**src/rtl/seq_detect_pkg.sv**
```systemverilog
// rtl/seq_detect_pkg.sv - shared defaults and width helper for the sequence detector
package seq_detect_pkg;

    localparam int DEF_PAT_W = 8;
    localparam int DEF_CNT_W = 8;

    // Width needed to hold a length value in 0..pat_w.
    function automatic int len_width(input int pat_w);
        return $clog2(pat_w + 1);
    endfunction

endpackage

```
**src/rtl/seq_prefix_match.sv**
```systemverilog
// rtl/seq_prefix_match.sv - longest pattern prefix that ends the received history
//
// Ports:
//   history : received bits, bit 0 newest
//   pattern : pattern bits, bit len-1 is the first pattern bit
//   len     : active pattern length (already clamped to PAT_W)
//   fill    : number of valid history bits
//   k       : largest j <= min(fill, len) with history[j-1:0] == pattern[len-1:len-j]
module seq_prefix_match
    import seq_detect_pkg::*;
#(
    parameter int PAT_W = DEF_PAT_W
) (
    input  logic [PAT_W-1:0]               history,
    input  logic [PAT_W-1:0]               pattern,
    input  logic [len_width(PAT_W)-1:0]    len,
    input  logic [len_width(PAT_W)-1:0]    fill,
    output logic [len_width(PAT_W)-1:0]    k
);

    localparam int LW = len_width(PAT_W);

    always_comb begin : find_k
        int   lim;
        int   idx;
        logic ok;
        lim = (fill < len) ? int'(fill) : int'(len);
        idx = 0;
        ok  = 1'b0;
        k   = '0;
        // Candidates are tried in increasing length so the last hit is the longest.
        for (int j = 1; j <= PAT_W; j++) begin
            ok = (j <= lim);
            for (int i = 0; i < PAT_W; i++) begin
                if (i < j) begin
                    // Newest bit history[0] lines up with the last bit of the j-prefix.
                    idx = int'(len) - j + i;
                    if (idx < 0 || idx >= PAT_W) begin
                        ok = 1'b0;
                    end else if (history[i] != pattern[idx]) begin
                        ok = 1'b0;
                    end
                end
            end
            if (ok) begin
                k = LW'(j);
            end
        end
    end

endmodule

```
**src/rtl/seq_detect_param.sv**
```systemverilog
// rtl/seq_detect_param.sv - loadable serial pattern detector with match pulse and counter
//
// Optional feature macro: SEQ_MATCH_CNT_EN (match counter and cnt_clr; tied off when undefined)
//
// Ports:
//   clk       : clock, rising edge
//   rst       : synchronous active-low reset
//   in        : serial data bit, sampled when in_valid is high
//   in_valid  : qualifies in
//   load      : latch pat/pat_len, restart detection, drop the current in bit
//   pat       : pattern, bit pat_len-1 received first
//   pat_len   : pattern length, 0 disables, values above PAT_W treated as PAT_W
//   overlap   : 1 lets matching bits be reused by the next match
//   cnt_clr   : clear the match counter (wins over a simultaneous match)
//   out       : one-cycle pulse the cycle after a matching edge
//   statout   : current matched-prefix length
//   match_cnt : saturating match count
module seq_detect_param
    import seq_detect_pkg::*;
#(
    parameter int PAT_W = DEF_PAT_W,
    parameter int CNT_W = DEF_CNT_W
) (
    input  logic                         clk,
    input  logic                         rst,
    input  logic                         in,
    input  logic                         in_valid,
    input  logic                         load,
    input  logic [PAT_W-1:0]             pat,
    input  logic [len_width(PAT_W)-1:0]  pat_len,
    input  logic                         overlap,
    input  logic                         cnt_clr,
    output logic                         out,
    output logic [len_width(PAT_W)-1:0]  statout,
    output logic [CNT_W-1:0]             match_cnt
);

    localparam int LW = len_width(PAT_W);

    logic [PAT_W-1:0] pat_r;
    logic [LW-1:0]    len_r;
    logic [PAT_W-1:0] hist_r;
    logic [LW-1:0]    fill_r;
    logic [LW-1:0]    stat_r;
    logic             out_r;

    logic [PAT_W-1:0] hist_nx;
    logic [LW-1:0]    fill_inc;
    logic [LW-1:0]    k;
    logic             match;
    logic             match_ev;

    assign hist_nx  = {hist_r[PAT_W-2:0], in};
    assign fill_inc = (fill_r == LW'(PAT_W)) ? fill_r : fill_r + 1'b1;

    seq_prefix_match #(
        .PAT_W (PAT_W)
    ) u_prefix (
        .history (hist_nx),
        .pattern (pat_r),
        .len     (len_r),
        .fill    (fill_inc),
        .k       (k)
    );

    // A full-length prefix is a match; k is already limited by fill, so this
    // also enforces that enough bits have arrived.
    assign match    = (len_r != '0) && (k == len_r);
    assign match_ev = in_valid && !load && match;

    always_ff @(posedge clk) begin
        if (!rst) begin
            pat_r  <= '0;
            len_r  <= '0;
            hist_r <= '0;
            fill_r <= '0;
            stat_r <= '0;
            out_r  <= 1'b0;
        end else if (load) begin
            pat_r  <= pat;
            len_r  <= (pat_len > LW'(PAT_W)) ? LW'(PAT_W) : pat_len;
            fill_r <= '0;
            stat_r <= '0;
            out_r  <= 1'b0;
        end else if (in_valid) begin
            hist_r <= hist_nx;
            fill_r <= (match && !overlap) ? '0 : fill_inc;
            stat_r <= k;
            out_r  <= match;
        end else begin
            out_r  <= 1'b0;
        end
    end

    assign out     = out_r;
    assign statout = stat_r;

`ifdef SEQ_MATCH_CNT_EN
    logic [CNT_W-1:0] cnt_r;

    always_ff @(posedge clk) begin
        if (!rst) begin
            cnt_r <= '0;
        end else if (cnt_clr) begin
            cnt_r <= '0;
        end else if (match_ev && (cnt_r != {CNT_W{1'b1}})) begin
            cnt_r <= cnt_r + 1'b1;
        end
    end

    assign match_cnt = cnt_r;
`else
    logic unused_cnt;
    assign unused_cnt = &{1'b0, cnt_clr, match_ev};
    assign match_cnt  = '0;
`endif

endmodule

```
**config.mk**
```make
export PLATFORM = sky130hd
export DESIGN_NAME = seq_detect_param
export DESIGN_NICKNAME = d
export VERILOG_FILES = /design/src/rtl/seq_detect_pkg.sv /design/src/rtl/seq_prefix_match.sv /design/src/rtl/seq_detect_param.sv
export SDC_FILE = /design/constraint.sdc
export NUM_CORES = 1
export LEC_CHECK = 0
export CELL_PAD_IN_SITES_DETAIL_PLACEMENT = 1
export CELL_PAD_IN_SITES_GLOBAL_PLACEMENT = 1
export CORE_MARGIN = 2
export CORE_UTILIZATION = 45
export DETAILED_ROUTE_END_ITERATION = 6
export GPL_TIMING_DRIVEN = 0
export PLACE_DENSITY = 0.81
export RECOVER_POWER = 25
export SYNTH_ARGS = -nofsm -noshare
export SYNTH_HDL_FRONTEND = slang
export SYNTH_SLANG_ARGS = --single-unit
```
**constraint.sdc**
```tcl
create_clock -name clk -period 8.3 [get_ports clk]
set_input_delay 1.66 -clock clk [delete_from_list [all_inputs] [get_ports clk]]
set_output_delay 1.66 -clock clk [all_outputs]
set_load 0.005 [all_outputs]
```
* Yosys cells after proc, flatten, opt, wreduce, memory -nomap -nowiden
Cells that the tools add are included.
Word-level totals: flip-flop bits (word level) 28, input port bits 19, output and inout port bits 13
Operators by class: $add $sub $neg 37, order comparisons 118, eq/ne operators 38, mux-type cells 192, bitwise logic cells 3, reductions and logical operators 43
Operators by type and width (count):
- 32-bit by 5-bit greater-or-equal comparator with 1-bit output, second input constant | 36
- 32-bit by 1-bit less-than comparator with 1-bit output, second input constant | 36
- 32-bit by 5-bit less-than comparator with 1-bit output, second input constant | 36
- 32-bit by 3-bit adder with 32-bit output, second input constant | 11
- 32-bit by 4-bit adder with 32-bit output, second input constant | 10
- 32-bit by 2-bit adder with 32-bit output, second input constant | 7
- 1-bit two-way mux | 145
- 4-bit by 32-bit <= comparator with 1-bit output, first input constant | 4
- 1-bit binary-select mux with 3-bit select | 36
- 3-bit by 32-bit <= comparator with 1-bit output, first input constant | 2
- 1-bit logical OR | 36
- 1-bit inequality test | 36
- 2-bit by 32-bit <= comparator with 1-bit output, first input constant | 1
- 5-bit by 32-bit <= comparator with 1-bit output, first input constant | 1
- 4-bit two-way mux | 5
- 4-bit by 3-bit subtractor with 5-bit output, second input constant | 4
- 3-bit two-way mux | 4
- 4-bit by 2-bit subtractor with 5-bit output, second input constant | 2
- 4-bit by 1-bit subtractor with 5-bit output, second input constant | 1
- 4-bit by 4-bit subtractor with 5-bit output, second input constant | 1
- 4-bit by 1-bit adder with 4-bit output, second input constant | 1
- 4-bit equality test | 1
- 4-bit equality test, second input constant | 1
- 4-bit greater-than comparator, second input constant | 1
- 9 further kinds | 13

* Logic depth before layout (Yosys ltp)
word-level depth 26, depth in mapped cells 26, gate-level depth less buffers 22

* Cells and area by module
Synthesis repeated with hierarchy kept, for this count alone.
Second synthesis, totals: cells, all modules 524, area, all modules 4327.9 um^2
Modules (own cells, without submodules):
- seq_prefix_match | times used 1, cells each 382, area each 3019.1 um^2
- seq_detect_param | times used 1, cells each 142, area each 1308.8 um^2

* Least setup slack after synthesis
Ideal clock, no wire load.
kind flip-flop to flip-flop, start reg len_r[3], end reg fill_r[1], data arrival time 7.137 ns, data required time 8.184 ns, path slack 1.047 ns, cell stages (with the launch flop) 22, period minus slack after synthesis 7.253 ns, cell sequence dfxtp_1 clkinv_1 ha_1 clkbuf_1 nand2_1 ha_1 clkbuf_1 nor2b_1 clkbuf_1 o21ai_0 ha_1 nand4b_1 or4_1 nor4_1 nand4_1 or4_1 buf_2 and2_4 and3_4 a2111oi_4 nand2_2 a41o_1
On the way: cells in the longest elaborated chain, start to end 24
RTL lines:
- start, declared | RTL line seq_detect_param.sv:41 | logic [LW-1:0] len_r;
- start signal, assigned | RTL line seq_detect_param.sv:81 | len_r <= (pat_len > LW'(PAT_W)) ? LW'(PAT_W) : pat_len;
- branches (longest 21 deep; another with 32-bit by 2-bit adder with 32-bit output)
- 1-bit logical AND * | RTL line seq_detect_param.sv:68 | assign match = (len_r != '0) && (k == len_r);
- 1-bit logical AND * | RTL line seq_detect_param.sv:87 | fill_r <= (match && !overlap) ? '0 : fill_inc;
- 4-bit two-way mux * | RTL line seq_detect_param.sv:87
- end signal, assigned | RTL line seq_detect_param.sv:87
- end, declared | RTL line seq_detect_param.sv:43 | logic [LW-1:0] fill_r;
Mark *: on every way between the ends. A chain may end at the register's enable or synchronous reset.

* Final worst setup path
Same ends and word-level chain as after synthesis.

==> results by group <==
Setup path
  • Worst EP required: 8.46 ns
  • Worst setup SP type: flip-flop
  • Worst-path maximum fanout: 38
  • Crit path kind: flip-flop to flip-flop
  • Element type at the critical path end: flip-flop
  • CP Cell Sequence: clkinv_1 > buf_16 > ha_1 > clkbuf_1 > nand2_1 > ha_2 > nor2b_1 > clkbuf_1 > nand3_1 > ha_1 > nor4_1 > nand4_1 > a2111oi_0 > nand4_1 > or3_1 > or4_1 > and2_4 > and3_4 > a2111oi_4 > nand2_2 > a41o_1
  • Slowest cell on the critical path: ha_2
  • Critical Path AT: 7.84 ns
  • CP peak stage delay: 0.72 ns

Placement
  • Post-Place Cells: 1,172
  • Gpl congestion: 0.933
  • # port buffers: 21
  • Placed Instance Area: 8490 sq um
  • Dpl hpwl: 18,200 um

Die
  • Boundary Pins: 32
  • Die area: around 19,000 sq um
  • Row cnt: 48
  • Die W: ~140 um
  • Core Box Area: 17,200 sq um
  • Die H: 137 um
  • Starting Density: a little under half

Clock network
  • Maximum clock insertion buffer count: 2
  • Inserted Clock Buffers: 3
  • CTS root buffer: clkbuf_16
  • Sink Count: 28
  • Setup bufs post-CTS: 0
  • H-tree levels: 1
  • Clock latency on the worst-skew pair: around 0.27 ns
  • Clock slew at reported path FFs: 0.07 ns
  • CTS tree: built

Detailed routing
  • Routed wire length per instance: 19.7 um
  • Drt pass-1 iters: 4
  • Vias per std cell: 6.05
  • Initial DRC Count: 410
  • Final WL: 23,200 um
  • DRC errors left: 0
  • Post-DRT Antenna Nets: 0
  • Routed vias: 7,115

Yosys
  • Syn Area/Cell: 8.63 sq um
  • Post-Synthesis Cells: between 900 and 1,000
  • Post-synth EDFFs: 0
  • Asr flop ratio synth: 0%
  • Netlist cell types: 71
  • Sequential share of the synthesized area: 7.08%
  • Synth Warn #: 0
  • Post-synth top flop: dfxtp_1
  • Synth Register Bits: 28
  • Post-Syn Area: 7910 sq um

Pwr
  • Switching part of the total power: a little over two fifths
  • Worst VDD drop: 88.5 uV
  • Internal: 367 uW
  • Power share of the sequential group: 22.6%
  • Clk pwr share: 19.2%
  • Gate power share: 58.2%
  • Power Density: 74.8 nW/um^2
  • Static leakage: 0.00338 uW
  • P_sw: approximately 280 uW

STA
  • Crit path time final: 7.68 ns
  • FMAX: 0.130 GHz
  • Slew Viols, Final: 0
  • Worst Max-Slew Pin Slew: between 1 and 1.5 ns
  • Fin crit share: 92.5%
  • Fin. Hold Viols: 0
  • Max Clock Skew: 0.00347 ns
  • RSZ-0062 raised after global routing: false
  • Worst rel slew slack: 10.4%
  • Final setup vio count: 0

Final layout
  • Antenna diodes: 0
  • Nets: 1,204
  • Syn-to-layout area delta: 8.54%
  • Final instance area: 8590 sq um
  • Finished Layout Cells: 1,176
  • Share of cells above drive strength 1: 6.83%

GRT
  • First-pass GRT wire length: 36,900 um
  • Initial antenna violation count: 0
  • Overflow after GRT: 0
  • Number of global-route vias before repair: 7,050
  • Tot GR Track Use: 24.6%
  • Largest net degree at the start of global routing: 49

Worst hold path
  • HP Class: flip-flop to flip-flop

Job
  • Max-cap viol count: 0

Run status
  • Outcome: finished, final reports clean
registers in the layout (all words and copies together) (netlist names):
| signal | flops |
|---|---|
| pat_r | 8 |
| hist_r | 7 |
| fill_r | 4 |
| len_r | 4 |
| statout | 4 |
| out | 1 |
metal layers:
layer,GRT usage (%),routed length (um),vias up
met5,0,0,-
met4,4.11,378,0
met3,2.70,865,30
met2,42.9,11200,144
met1,33.2,10700,3485
li1,-,-,3456
critical path, delay by kind of cell, from the launching register on:
family	cells	cell delay [ns]
adders and majority gates	3	1.22
AOI/OAI and AO/OA	3	1.17
DFF	1	0.51
and+or+nand+nor	11	2.83
buffers and inverters	4	1.82
kinds of logic after synthesis:
family | share of synthesized area, %
compound gates | 9.23
other cells | 0.0474
xor+xnor | 4.43
mux | 11.1
fa+ha+maj | 36.8
flops | 7.08
simple gates | 26.0
buf+inv | 5.26
layout make-up:
cell class	instances	area, sq um
Fill cell	2094	8650
Timing Repair Buffer	23	258
Inverter	32	120
Tap cell	225	282
Multi-Input combinational cell	803	6980
Buffer	61	297
Sequential cell	28	561
Clock buffer	4	88.8
per-stage QoR:
step	util, %	setup slack [ns]	TNS, ns	power, uW	hold WS, ns
finish	49.8	0.624	0	642	0.471
global route	49.8	0.0891	0	696	0.501
CTS	49.7	0.125	0	640	0.477
detailed placement	49.2	0.170	0	514	0.466
global placement	48.9	-1.12	-5.76	496	0.461
floorplan	-	1.05	0	405	0.462
cell usage after synthesis (5+ instances only):
library cell | number | area [sq um]
ha_1 | 233 | 2920
nand2_1 | 76 | 285
mux2i_1 | 47 | 470
a21oi_1 | 34 | 170
inv_1 | 31 | 116
nand4_1 | 31 | 194
nor2_1 | 31 | 116
nand3_1 | 30 | 150
xor2_1 | 30 | 263
clkbuf_1 | 29 | 109
nor2b_1 | 29 | 181
dfxtp_1 | 28 | 561
o21ai_0 | 22 | 110
nor4b_1 | 21 | 184
nor4bb_1 | 18 | 180
a31oi_1 | 16 | 100
mux4_2 | 16 | 360
nor4_1 | 14 | 87.6
nand2b_1 | 13 | 81.3
buf_2 | 12 | 60.1
nand4b_1 | 12 | 105
nor3_1 | 12 | 60.1
or4_1 | 11 | 82.6
and2_1 | 10 | 62.6
xnor2_1 | 10 | 87.6
buf_1 | 9 | 33.8
buf_4 | 9 | 67.6
a2111oi_0 | 5 | 43.8
nor3b_1 | 5 | 37.5
or3_1 | 5 | 31.3
power by group through the flow:
stage / Combinational (uW) / Sequential (uW) / Clock, uW
floorplan: 261 / 145 / 0
detailed placement: 367 / 148 / 0
global placement: 348 / 147 / 0
finish: 374 / 145 / 123
CTS: 371 / 145 / 124
global route: 420 / 145 / 131
cell usage in the layout (no fill, tap or decap), types with 9 or more instances in the layout:
cell type	count
mux2i_1	47
and2_1	10
ha_1	230
clkdlybuf4s50_1	15
nor2b_1	29
nor4_1	14
xnor2_1	10
mux4_2	16
a21oi_1	34
nor2_1	31
nand4_1	31
nand2_1	76
nand4b_1	12
inv_1	31
or4_1	11
nand3_1	30
a31oi_1	16
buf_1	9
nor3_1	12
nor4bb_1	18
clkbuf_1	29
nor4b_1	21
xor2_1	30
nand2b_1	13
dfxtp_1	28
buf_2	12
o21ai_0	22
buf_4	9
repair_timing:
item	in CTS	in global routing
resized for setup	0	2
setup endpoints to repair	0	5
hold buffers	0	0
final timing paths:
check                             endpoint  slack, ns  depth (start not counted)       start
worst min register to register  statout[0]       0.47                          2  statout[0]
worst max-delay path             fill_r[1]       0.62                         21    len_r[3]
worst max register to register   fill_r[1]       0.62                         21    len_r[3]
worst min-delay path            statout[0]       0.47                          2  statout[0]
No activity file was read; power rests on OpenSTA's default activity.
